<file path="config.mk">
export PLATFORM = sky130hd
export DESIGN_NAME = inst_fetch
export DESIGN_NICKNAME = d
export VERILOG_FILES = /design/src/rtl/inst_fetch_pkg.sv /design/src/rtl/inst_fetch.sv
export SDC_FILE = /design/constraint.sdc
export NUM_CORES = 1
export LEC_CHECK = 0
export BUFFER_PORTS_ARGS = -buffer_cell sky130_fd_sc_hd__clkbuf_2
export CORE_ASPECT_RATIO = 1.5
export CORE_MARGIN = 2
export CORE_UTILIZATION = 49
export CTS_BUF_LIST = sky130_fd_sc_hd__clkbuf_4
export CTS_CLUSTER_SIZE = 25
export DETAILED_ROUTE_END_ITERATION = 7
export HOLD_SLACK_MARGIN = 0.12
export PLACE_DENSITY = 0.73
export SYNTH_ARGS = -nofsm -noshare
export SYNTH_HDL_FRONTEND = slang
export SYNTH_SLANG_ARGS = --single-unit
</file>
<file path="constraint.sdc">
create_clock -name clk -period 3.3 [get_ports clk]
set_clock_uncertainty 0.15 [all_clocks]
set_input_delay 0.66 -clock clk [delete_from_list [all_inputs] [get_ports clk]]
set_output_delay 0.66 -clock clk [all_outputs]
set_load 0.005 [all_outputs]
</file>
<file path="src/rtl/inst_fetch_pkg.sv">
// Shared constants, bus types and fetch FSM state encoding for inst_fetch.
package inst_fetch_pkg;

   localparam logic RST_ENABLE  = 1'b1;
   localparam int   INST_ADDR_W = 32;
   localparam int   INST_W      = 32;

   localparam logic [INST_W-1:0] ZERO_WORD = '0;

   typedef enum logic [1:0] {
      IF_REQ  = 2'd0,
      IF_WAIT = 2'd1,
      IF_HOLD = 2'd2,
      IF_HALT = 2'd3
   } if_state_t;

   // Sequential fetch address; wraps modulo 2^32.
   function automatic logic [INST_ADDR_W-1:0] pc_next(input logic [INST_ADDR_W-1:0] pc);
      return pc + 32'd4;
   endfunction

endpackage

</file>
<file path="src/rtl/inst_fetch.sv">
// Instruction fetch: one outstanding imem read, word on if_* one cycle after rvalid; stall holds if_*,
// flush redirects and discards in-flight data. Macro IF_BUSERR_EN adds imem_rerr/if_excp and the HALT state.
module inst_fetch
   import inst_fetch_pkg::*;
#(
   parameter logic [INST_ADDR_W-1:0] RESET_PC = 32'h0000_0000
) (
   input  logic                   clk,
   input  logic                   rst,
   input  logic                   stall,
   input  logic                   flush,
   input  logic [INST_ADDR_W-1:0] new_pc,
   output logic                   imem_req,
   output logic [INST_ADDR_W-1:0] imem_addr,
   input  logic                   imem_ack,
   input  logic                   imem_rvalid,
   input  logic [INST_W-1:0]      imem_rdata,
`ifdef IF_BUSERR_EN
   input  logic                   imem_rerr,
   output logic                   if_excp,
`endif
   output logic [INST_ADDR_W-1:0] if_pc,
   output logic [INST_W-1:0]      if_inst,
   output logic                   if_valid
);

   if_state_t              state, state_n;
   logic [INST_ADDR_W-1:0] pc, pc_n;
   logic                   kill, kill_n;
   logic [INST_ADDR_W-1:0] buf_pc, buf_pc_n;
   logic [INST_W-1:0]      buf_inst, buf_inst_n;
   logic                   ld;
   logic [INST_ADDR_W-1:0] ld_pc;
   logic [INST_W-1:0]      ld_inst;
   logic [INST_W-1:0]      rd_word;
`ifdef IF_BUSERR_EN
   logic                   buf_err, buf_err_n;
   logic                   ld_excp;

   assign rd_word = imem_rerr ? ZERO_WORD : imem_rdata;
`else
   assign rd_word = imem_rdata;
`endif

   // Gated by rst so the memory never sees a request while it is itself in reset.
   assign imem_req  = (state == IF_REQ) && (rst != RST_ENABLE);
   assign imem_addr = pc;

   always_comb begin
      state_n    = state;
      pc_n       = pc;
      kill_n     = kill;
      buf_pc_n   = buf_pc;
      buf_inst_n = buf_inst;
      ld         = 1'b0;
      ld_pc      = pc;
      ld_inst    = buf_inst;
`ifdef IF_BUSERR_EN
      buf_err_n  = buf_err;
      ld_excp    = 1'b0;
`endif
      case (state)
         IF_REQ: begin
            if (flush) pc_n = new_pc;
            if (imem_ack) begin
               state_n = IF_WAIT;
               kill_n  = flush;
            end
         end
         IF_WAIT: begin
            if (imem_rvalid) begin
               state_n = IF_REQ;
               kill_n  = 1'b0;
               // A redirect always wins, even when the arriving word was already marked dead.
               if (flush) begin
                  pc_n = new_pc;
               end else if (!kill) begin
                  if (stall) begin
                     buf_pc_n   = pc;
                     buf_inst_n = rd_word;
                     state_n    = IF_HOLD;
`ifdef IF_BUSERR_EN
                     buf_err_n  = imem_rerr;
`endif
                  end else begin
                     ld      = 1'b1;
                     ld_pc   = pc;
                     ld_inst = rd_word;
                     pc_n    = pc_next(pc);
`ifdef IF_BUSERR_EN
                     ld_excp = imem_rerr;
                     if (imem_rerr) state_n = IF_HALT;
`endif
                  end
               end
            end else if (flush) begin
               pc_n   = new_pc;
               kill_n = 1'b1;
            end
         end
         IF_HOLD: begin
            if (flush) begin
               pc_n    = new_pc;
               state_n = IF_REQ;
            end else if (!stall) begin
               ld      = 1'b1;
               ld_pc   = buf_pc;
               ld_inst = buf_inst;
               pc_n    = pc_next(pc);
               state_n = IF_REQ;
`ifdef IF_BUSERR_EN
               ld_excp = buf_err;
               if (buf_err) state_n = IF_HALT;
`endif
            end
         end
         default: begin
            if (flush) begin
               pc_n    = new_pc;
               state_n = IF_REQ;
            end
         end
      endcase
   end

   always_ff @(posedge clk) begin
      if (rst == RST_ENABLE) begin
         state    <= IF_REQ;
         pc       <= RESET_PC;
         kill     <= 1'b0;
         buf_pc   <= '0;
         buf_inst <= ZERO_WORD;
         if_pc    <= '0;
         if_inst  <= ZERO_WORD;
         if_valid <= 1'b0;
`ifdef IF_BUSERR_EN
         buf_err  <= 1'b0;
         if_excp  <= 1'b0;
`endif
      end else begin
         state    <= state_n;
         pc       <= pc_n;
         kill     <= kill_n;
         buf_pc   <= buf_pc_n;
         buf_inst <= buf_inst_n;
`ifdef IF_BUSERR_EN
         buf_err  <= buf_err_n;
`endif
         if (ld) begin
            if_pc    <= ld_pc;
            if_inst  <= ld_inst;
            if_valid <= 1'b1;
`ifdef IF_BUSERR_EN
            if_excp  <= ld_excp;
`endif
         end else if (flush || !stall) begin
            // Bubble keeps if_pc so downstream still sees the last fetched address.
            if_inst  <= ZERO_WORD;
            if_valid <= 1'b0;
`ifdef IF_BUSERR_EN
            if_excp  <= 1'b0;
`endif
         end
      end
   end

endmodule
</file>
# After elaboration in Yosys (flattened, before gate mapping)
# Cells that the tools add are included.
totals:
  reg_bits: 164
  input_bits: 70
  output_inout_bits: 98
classes:
  addsub: 1
  eq_ne: 7
  muxes: 38
  bitwise: 3
  reduce_logical: 11
op_table:
  columns: ["operator", "count"]
  rows:
  - ["32-bit two-way mux", 16]
  - ["32-bit one-hot mux with 2 select lines", 1]
  - ["32-bit by 3-bit adder with 32-bit output, second input constant", 1]
  - ["2-bit two-way mux", 8]
  - ["1-bit two-way mux", 10]
  - ["4-bit AND reduction", 2]
  - ["3-bit inequality test, second input constant", 2]
  - ["2-bit one-hot mux with 3 select lines", 1]
  - ["5-bit AND reduction", 1]
  - ["2-bit inequality test, second input constant", 2]
  - ["4-bit inequality test, second input constant", 1]
  - ["1-bit one-hot mux with 2 select lines", 2]
  - ["2-bit nonzero test", 2]
  - ["4-bit nonzero test", 1]
  - ["1-bit inverter", 3]
  - ["3-bit AND reduction", 1]
  - ["2-bit by 1-bit == test with 1-bit output, second input constant", 1]
  - ["2-bit == test, second input constant", 1]
  - ["2-bit zero test", 1]
  - ["1-bit logical AND", 1]
  - ["1-bit zero test", 1]
  - ["1-bit logical OR", 1]

# Depth between registers and ports, before layout
logic_depth:
  depth_word: 6
  ltp_mapped: 11

# Least setup slack after synthesis
# Ideal clock, no wire load.
synth_timing:
  path_kind: "input to register"
  startpoint: "input port stall"
  endpoint: "register pc[30] (netlist: imem_addr[30])"
  arrival_ns: 1.976
  required_ns: 3.017
  setup_slack_ns: 1.041
  cell_stages: 6
  path_buffers: 1
  cell_sequence: "buf_2 -> and4b_1 -> nand2_2 -> or4_4 -> nor3_1 -> a2111oi_2"
synth_between:
  elab_chain_len: 5
  word_cells_on_any_way: 6
  cone_classes: "mux (6)"
synth_rtl:
  columns: ["item", "line_no", "source"]
  rows:
  - ["start, declared", "inst_fetch.sv:10", "input logic stall,"]
  - ["32-bit two-way mux (*)", null, null]
  - ["32-bit two-way mux (3 in a row)", null, null]
  - ["32-bit one-hot mux with 2 select lines (*)", null, null]
  - ["end signal, assigned", "inst_fetch.sv:142", "pc <= pc_n;"]
  - ["end, declared", "inst_fetch.sv:28", "logic [INST_ADDR_W-1:0] pc, pc_n;"]
# Mark *: on every way between the ends. The rest lies on a longest branch, timed or not. The select of a mux whose other input is x is not followed.
# A chain may end at the register's enable or synchronous reset.

# Worst setup path after layout
layout_timing:
  startpoint: "register state[1]"
  endpoint: "register if_pc[6]"
layout_between:
  elab_chain_len: 2
  word_cells_on_any_way: 4
  cone_classes: "eq/ne (2); mux (2)"
layout_rtl:
  columns: ["item", "line_no", "source"]
  rows:
  - ["start, declared", "inst_fetch.sv:27", "if_state_t state, state_n;"]
  - ["start signal, assigned", "inst_fetch.sv:141", "state <= state_n;"]
  - ["2-bit == test / 2-bit by 1-bit == test with 1-bit output (equally long branches)", "inst_fetch.sv:62", "case (state)"]
  - ["1-bit one-hot mux with 2 select lines / 32-bit two-way mux (equally long branches)", null, null]
  - ["end signal, assigned", "inst_fetch.sv:150", "if_pc <= ld_pc;"]
  - ["end, declared", "inst_fetch.sv:22", "output logic [INST_ADDR_W-1:0] if_pc,"]
# Parallel ways exist; a longest one is shown, timed or not.

==> flow_summary.yaml <==
outcome:
  outcome: "completed"
power_and_ir_drop:
  total_power_mw: 4.10
  leakage_nw: 3.49
  ir_drop_uv: 268
  powerDensity_nw_per_um2: 449
routing:
  drt_iter0_markers: 471
  totalWireLength_um: 21800
  drt_first_pass_iters: 5
  drc_errors: 0
  vias: 7379
  wire_per_inst_um: 17.0
  avgViaCountPerCell: 5.74
  antenna_left: 0
sta:
  slew_headroom: 0.464
  rsz0062_at_grt: "false"
  worst_slack_ns: 0.655
  finalCritPeriodShare: 0.802
  drv_slew: 0
  finalSetupViolCount: 0
  tightest_slew_ns: 0.801
  maxClockFrequency_mhz: 378
  period_needed_ns: 2.65
  hold_viol_final: 0
  tns_ns: 0
logic_synthesis:
  synth_adder_area_share: 0.00650
  netlist_instances: 925
  yosysSeqAreaShare: 0.426
  async_flop_share: 0
  synth_cell_types: 70
  ys_ff_latch: 164
  synthMuxAreaShare: 0.101
  synth_xor_area_frac: 0.00227
  avgSynthCellArea_um2: 8.33
  synth_top_family_by_area: "simple AND/OR/NAND/NOR gates"
  synth_edf_count: 0
  yosys_warnings: 0
  synth-compound-area-share: 0.208
  synthSimpleGateAreaFrac: 0.209
  synth_ff_type: "dfxtp_1"
  syn-num-nets: 999
  syn_area_um2: 7700
critical_path:
  cp_max_fo: 28
  worst-path-buf-inv: 2
  crit_required_ns: 3.62
  worstSetupEndpointType: "register"
  cp_data_arrival_time_ns: 2.97
  slowest_stage: "ha_1"
  worst_path_dominant_cell_family: "simple AND/OR/NAND/NOR gates"
  start_kind: "register"
  worstSetupPathType: "reg2reg"
  cp_common_cell: "nor2_1"
  slowest_delay_ns: 0.53
  crit_chain: "inv_1 -> ha_1 -> and3b_1 -> nor2_1 -> nor3_4 -> buf_4 -> nor2_1 -> a211oi_1"
clock_network:
  ctsResizeCount: 0
  postCtsSetupRepairBufs: 0
  root_buffer: "clkbuf_4"
  worstSkewPairLatency_ns: 0.55
  cts_sinks: 164
  cts_buffer_depth: 2
  cts_made_buffers: 17
  htree_levels: 4
  cts.clk_slew.worst_paths_ns: 0.16
  cts_tree: "built"
global_routing:
  antenna_found_initial: 1
  grtUsageTotal: 0.255
  gr-usage-met2: 0.433
  busiest_layer: "met2"
  grt_pass1_vias: 6682
  globalRouteMet1Util: 0.305
  grt_pass1_wl_um: 34300
  grt_max_degree: 66
  met3_usage: 0.0542
  grt_overflow: 0
floorplan:
  initial_utilization: 0.497
  rows: 56
  io_pins: 168
  die-area_um2: 16800
  die_x_um: 106
  die_height_um: 158
  core_area_um2: 15500
finish:
  fillers: 1489
  syn_to_final_growth_pct: 18.4
  drive_gt1_frac: 0.248
  final_nets: 1142
place:
  hpwl_um: 14900
  gp_congestion: 0.959
  place_ws_ns: 0.554
  portBuffers: 167
job:
  maxCapViolCount: 0
hold_path:
  hold_class: "in2reg"
-- power breakdown --
group          switching [mW]  internal, mW
logic                   0.440         0.298
registers               0.118          2.05
clock network           0.840         0.349
total                    1.40          2.70
-- state kept, by name (all words and copies together), names as in the netlist --
signal and flops:
if_valid 1, if_inst 32, kill 1, state 2, buf_inst 32, imem_addr 32
if_pc 32, buf_pc 32
-- worst register-to-register path, stage by stage, from the launching register on --
cell	delay, ns
dfxtp_1	0.36
inv_1	0.07
ha_1	0.53
and3b_1	0.39
nor2_1	0.11
nor3_4	0.29
buf_4	0.36
nor2_1	0.07
a211oi_1	0.23
-- logic make-up after synthesis --
kind of cell    Yosys count
simple gates            346
compound gates          251
flops                   164
buf+inv                  84
mux                      74
fa+ha+maj                 4
xor+xnor                  2
-- layout by cell type (no fill, tap or decap), types with 14 or more instances in the layout --
cell           netlist  routed
a21oi_1             99      99
mux2_2              26      26
buf_4                1      16
a22oi_1             37      37
a211oi_1            34      34
clkbuf_2             0     166
dfxtp_1            164     164
nor2_1             103     102
o21ai_0             21      21
clkbuf_4             0      17
mux2i_1             42      42
dlygate4sd3_1        0      14
nand3_1             15      14
nand2_1            156     155
-- routing by layer --
layer  wire length, µm  part of all wire  vias up
met5                 0                 0        -
met4               783             0.036        0
met3              1270             0.058       58
met2             10800              0.50      266
met1              8960              0.41     3448
li1                  -                 -     3607
-- synth_stat cells, drive strengths merged, types with 2 or more instances --
| library cell | n | area, µm² |
|---|---|---|
| a2111oi | 4 | 41.3 |
| a211o | 2 | 17.5 |
| a211oi | 34 | 255 |
| a21boi | 3 | 22.5 |
| a21o | 2 | 15.0 |
| a21oi | 99 | 495 |
| a221oi | 3 | 26.3 |
| a22oi | 37 | 278 |
| a31o | 2 | 17.5 |
| a31oi | 12 | 75.1 |
| a41oi | 2 | 17.5 |
| and3 | 10 | 62.6 |
| and4 | 5 | 46.3 |
| buf | 36 | 173 |
| clkbuf | 40 | 150 |
| dfxtp | 164 | 3280 |
| ha | 4 | 50.1 |
| inv | 7 | 26.3 |
| mux2 | 32 | 360 |
| mux2i | 42 | 420 |
| nand2 | 158 | 598 |
| nand2b | 8 | 50.1 |
| nand3 | 17 | 103 |
| nand4 | 8 | 80.1 |
| nand4b | 2 | 23.8 |
| nor2 | 103 | 387 |
| nor2b | 4 | 25.0 |
| nor3 | 12 | 70.1 |
| nor4 | 6 | 67.6 |
| o2111a | 2 | 22.5 |
| o21a | 5 | 37.5 |
| o21ai | 24 | 120 |
| o22ai | 5 | 31.3 |
| o31ai | 3 | 22.5 |
| o41ai | 2 | 17.5 |
| or2 | 2 | 12.5 |
| or3 | 3 | 18.8 |
| or4 | 2 | 18.8 |
| xor2 | 2 | 17.5 |
-- stage by stage --
step           area (µm²)  hold slack, ns   util  cells
6_report             9120           0.171  0.589   1285
5_1_grt              9120           0.117  0.589   1285
4_1_cts              9040           0.121  0.584   1277
3_5_place_dp         8680           0.295  0.561   1238
3_3_place_gp         8680           0.289  0.561   1238
2_1_floorplan        7700           0.283      -    925
-- final timing paths --
| kind | from | endpoint | slack [ns] | depth (start not counted) |
|---|---|---|---|---|
| max | state[1] | if_pc[6] | 0.65 | 8 |
| max reg2reg | state[1] | if_pc[6] | 0.65 | 8 |
| min reg2reg | buf_pc[27] | buf_pc[27] | 0.31 | 2 |
| min | imem_rdata[3] | buf_inst[3] | 0.17 | 3 |
-- final cells by class --
class                   instances  area [µm²]  share of cell area
clock buffers                  17         128              0.0140
diodes                          1        2.50            0.000274
repair buffers                200        1170               0.128
well taps                     203         254              0.0279
inverters                       8        30.0             0.00329
multi-input cells             677        4080               0.448
clock inverters                15         164              0.0180
flip-flops and latches        164        3280               0.360
-- what timing repair did --
item,in CTS,in global routing
hold buffers,7,7
hold endpoints to repair,7,7
endpoints found under the setup margin,0,0
Power figures use the tool's default switching activity.
